**src/rtl/clk_div_prog.sv**
```systemverilog
// Runtime-programmable clock divider: registered divided clock, its complement and a
// once-per-period tick, with a pending divisor register applied at period boundaries.
module clk_div_prog #(
  parameter int W        = 16,
  parameter int DIV_INIT = 8
) (
  input  logic         clk,
  input  logic         rst_n,
  input  logic         en,
  input  logic [W-1:0] cfg_div,
  input  logic         cfg_load,
  output logic         cfg_busy,
  output logic [W-1:0] div_active,
  output logic         cfg_clamped,
  output logic         div_clk,
  output logic         div_clk_n,
  output logic         tick
);

  localparam logic [W-1:0] DIV_RESET = W'(DIV_INIT);
  localparam logic [W-1:0] DIV_MIN   = W'(2);

  logic [W-1:0] p;
  logic [W-1:0] pending;
  logic [W-1:0] half;
  logic [W-1:0] last_p;
  logic         boundary;
  logic         apply;
  logic         high_phase;

  // High phase lasts ceil(N/2) cycles, so odd divisors lean high.
  assign half       = (div_active >> 1) + W'(div_active[0]);
  assign last_p     = div_active - W'(1);
  assign high_phase = (p < half);
  assign boundary   = en && (p == last_p);
  assign apply      = cfg_busy && (!en || boundary);

  always_ff @(posedge clk or negedge rst_n) begin
    if (!rst_n) begin
      p         <= '0;
      div_clk   <= 1'b0;
      div_clk_n <= 1'b1;
      tick      <= 1'b0;
    end else if (en) begin
      p         <= boundary ? '0 : p + W'(1);
      div_clk   <= high_phase;
      div_clk_n <= ~high_phase;
      tick      <= boundary;
    end else begin
      p         <= '0;
      div_clk   <= 1'b0;
      div_clk_n <= 1'b1;
      tick      <= 1'b0;
    end
  end

  // A load on an apply edge re-arms busy, so the later assignment must win.
  always_ff @(posedge clk or negedge rst_n) begin
    if (!rst_n) begin
      pending     <= '0;
      cfg_busy    <= 1'b0;
      cfg_clamped <= 1'b0;
      div_active  <= DIV_RESET;
    end else begin
      if (apply) begin
        div_active  <= (pending < DIV_MIN) ? DIV_MIN : pending;
        cfg_clamped <= (pending < DIV_MIN);
        cfg_busy    <= 1'b0;
      end
      if (cfg_load) begin
        pending  <= cfg_div;
        cfg_busy <= 1'b1;
      end
    end
  end

endmodule

```
**config.mk**
```make
export PLATFORM = sky130hd
export DESIGN_NAME = clk_div_prog
export DESIGN_NICKNAME = d
export VERILOG_FILES = /design/src/rtl/clk_div_prog.sv
export SDC_FILE = /design/constraint.sdc
export NUM_CORES = 1
export LEC_CHECK = 0
export BUFFER_PORTS_ARGS = -buffer_cell sky130_fd_sc_hd__buf_2
export CAP_MARGIN = 10
export CORE_UTILIZATION = 64
export DETAILED_ROUTE_END_ITERATION = 8
export HOLD_SLACK_MARGIN = 0.03
export PLACE_DENSITY_LB_ADDON = 0.08
export REMOVE_ABC_BUFFERS = 1
export SLEW_MARGIN = 30
export SYNTH_ARGS = -nofsm -noshare
export SYNTH_HDL_FRONTEND = slang
export SYNTH_SLANG_ARGS = --single-unit
export TNS_END_PERCENT = 5
```
**constraint.sdc**
```tcl
create_clock -name clk -period 4.6 [get_ports clk]
set_clock_uncertainty 0.1 [all_clocks]
set_input_delay 0.46 -clock clk [delete_from_list [all_inputs] [get_ports clk]]
set_output_delay 0.46 -clock clk [all_outputs]
set_load 0.01 [all_outputs]
```
==> reports/qor.txt <==
Setup TNS - 0 ns
worst min path class - primary input to asynchronous set/reset pin
Die Wd - 79.9 um
post-cts gate resize count - 0
synth-to-layout area growth - 6.90%
Setup CP Type - flop to flop
nets - 494
met3 usage - 0.0469
WL/cell - 16.9 um
total CTS buffers - 5
Antenna Nets Post-Route - 0
fin. max-slew vios - 0
ys async rst share - 1.00
clock sinks - 53
reg-to-reg setup timing slack - 0.95 ns
PortBufs - 40
Logic pwr share - 0.271
status - complete, no violations
R2R Path End - cfg_busy
Avg Cell Area, Syn - 8.82 um^2
sw power - 417 uW
clock-pin slew on the worst setup and hold paths - 0.10 ns
ant diodes - 0
initial antenna violation count - 0
FF-to-FF Start - div_active[0]
hold buffer count at cts - 0
Final period util - 0.793
CP Launch Type - flop
Initial DRC Count - 315
PD cells - 283 nW/um^2
post-synthesis cell count - 440
global route hottest layer - met2
DP HPWL - 6250 um
Avg Vias per Cell - 6.48
core area - 5890 um^2
GR Overflow Total - 0
final worst path period need - 3.65 ns
Post-synth EDFFs - 0
MaxCap Viol Count - 0
Max Buffers Root-to-Sink - 2
TritonCTS clock tree - built
highest clock rate - 0.274 GHz
slowest stage delay, CP - 0.53 ns
DRC - 0
Crit Path Max Fanout - 35
Distinct cells, synth - 51
num ports - 41
Final Setup Violations - 0
CP cell instances - inv_1, ha_1, nor4b_2, nand4_1, xnor2_1, a211o_1, or4b_1, buf_4, or2_1, a31o_1
Synth Warn # - 0
Primary FF master, synth - dfrtp_1
Flop pwr share - 0.496
Worst-Skew Late Latency - 0.31 ns
via count - 3439
Clock Power Share - 0.233
Overall Power - 1.17 mW
met1 Use GR - 0.415
Int Pwr - 756 uW
Initial Utilization - 0.660
Mapped Area - 3880 um^2
Post-Route WL - 8960 um
first-pass GRT wire length - 14800 um
delay-heaviest family, CP - simple AND/OR/NAND/NOR gates
final hold violation count - 0
Slowest-stage cell, CP - or4b_1
H-tree depth - 2
fill count - 497
RSZ-0062 raised after global routing - no
die area - 6380 um^2
Synth Register Bits - 53
Leak Pwr - 1.87 nW
vias in the first global route - 3116
worst slew pin tran - 0.678 ns
Seq/Total Area, Yosys - 0.342
max_slew headroom - 0.548
met2 capacity usage during global routing - 0.478
Core Rows - 28
Buf+Inv Stages, Crit Path - 2
sw frac - 0.356
setup repair bufs after CTS - 0
Die Y - 79.9 um
clock root buffer - clkbuf_8
gpl congestion - 0.892
largest net degree at the start of global routing - 69
FF-to-FF path depth - 10
GR Util All Layers - 0.296
drt pass-1 iters - 5
Critical Path RT - 4.71 ns
layout cells sized above 1 - 0.164
Max IR drop VDD - 0.185 mV
critical path depth - 10
CP endpoint kind - flop
Crit path arrival time - 3.75 ns
==> cells in the final DEF (no fill, tap or decap), types with 3 or more instances in the layout <==
| cell | count |
|---|---|
| a21o_1 | 4 |
| a21oi_1 | 7 |
| a31oi_1 | 18 |
| and3_1 | 22 |
| buf_2 | 39 |
| buf_4 | 5 |
| clkbuf_8 | 5 |
| dfrtp_1 | 51 |
| ha_1 | 19 |
| inv_1 | 17 |
| mux2_2 | 16 |
| nand2_1 | 28 |
| nand2b_1 | 5 |
| nand3_1 | 38 |
| nand3b_1 | 16 |
| nand4_1 | 12 |
| nor2_1 | 11 |
| nor3_1 | 13 |
| nor4_1 | 9 |
| o21ai_0 | 19 |
| o22ai_1 | 3 |
| o311ai_1 | 13 |
| or4_1 | 3 |
| xnor2_1 | 32 |
| xor2_1 | 14 |
==> stage by stage <==
step / hold slack (ns) / area [um^2] / instances / util / setup WS, ns
after floorplan: 0.0644 / 3730 / 404 / - / 0.985
after global placement: 0.398 / 4060 / 523 / 0.689 / 1.17
after detailed placement: 0.397 / 4060 / 523 / 0.689 / 0.987
after CTS: 0.192 / 4150 / 531 / 0.705 / 0.996
after global routing: 0.245 / 4150 / 531 / 0.705 / 0.776
final: 0.169 / 4150 / 531 / 0.705 / 0.952
==> worst max-delay path by stage <==
| stage | startpoint | slack [ns] | to |
|---|---|---|---|
| 2_1_floorplan | div_active[0] | 0.99 | p[10] |
| 3_3_place_gp | div_active[0] | 1.17 | cfg_busy |
| 3_5_place_dp | div_active[0] | 0.99 | cfg_busy |
| 4_1_cts | div_active[0] | 1.0 | cfg_busy |
| 5_1_grt | div_active[0] | 0.78 | cfg_busy |
| 6_report | div_active[0] | 0.95 | cfg_busy |
==> power by group through the flow <==
stage | clock network, mW | registers [mW] | logic (mW)
floorplan | 0 | 0.584 | 0.205
global placement | 0 | 0.588 | 0.304
detailed placement | 0 | 0.589 | 0.315
CTS | 0.277 | 0.580 | 0.318
global route | 0.294 | 0.590 | 0.356
finish | 0.273 | 0.582 | 0.318
==> synthesized netlist by cell type (2+ instances only) <==
cell	count	area share
a21o_1	4	0.0077
a21oi_1	7	0.0090
a31oi_1	18	0.029
a41oi_1	2	0.0045
and3_1	22	0.035
buf_1	7	0.0068
buf_2	2	0.0026
buf_6	2	0.0058
clkbuf_1	25	0.024
clkinv_1	2	0.0019
dfrtp_1	51	0.33
dfstp_2	2	0.014
ha_1	19	0.061
inv_1	17	0.016
mux2_2	16	0.046
mux2i_1	2	0.0052
nand2_1	28	0.027
nand2b_1	5	0.0081
nand3_1	38	0.049
nand3b_1	16	0.031
nand4_1	12	0.019
nor2_1	11	0.011
nor2b_1	2	0.0032
nor3_1	13	0.017
nor4_1	9	0.015
o211ai_1	2	0.0039
o21ai_0	19	0.024
o21ai_1	2	0.0026
o22ai_1	3	0.0048
o311ai_0	2	0.0045
o311ai_1	13	0.029
or4_1	3	0.0058
or4b_1	2	0.0052
xnor2_1	32	0.072
xor2_1	14	0.032
==> final cells by class <==
class	instances	area, um^2	area share
multi-input combinational	332	2330	0.562
sequential	53	1330	0.320
timing repair buffer	44	233	0.0561
tap	75	93.8	0.0226
inverter	19	71.3	0.0172
clock buffer	5	68.8	0.0166
clock inverter	3	21.3	0.00513
==> routing by layer <==
| metal | up-vias | routed length (um) | part of all wire |
|---|---|---|---|
| li1 | 1649 | - | - |
| met1 | 1671 | 4150 | 0.46 |
| met2 | 103 | 4230 | 0.47 |
| met3 | 16 | 451 | 0.050 |
| met4 | 0 | 126 | 0.014 |
| met5 | - | 0 | 0 |
==> cell families after synthesis <==
kind of cell / count (synthesis) / share of synthesized area
AOI/OAI and AO/OA: 79 / 0.135
xor gates and xnor gates: 46 / 0.104
adders and majority gates: 19 / 0.0612
buffers and inverters: 55 / 0.0577
DFF: 53 / 0.342
muxes: 18 / 0.0516
and+or+nand+nor: 170 / 0.248
==> state kept, by name, summed over array words and instances (netlist names) <==
register / cells
tick: 1
cfg_clamped: 1
pending: 16
div_active: 16
div_clk: 1
cfg_busy: 1
div_clk_n: 1
p: 16
(Power assumes the default switching activity.)
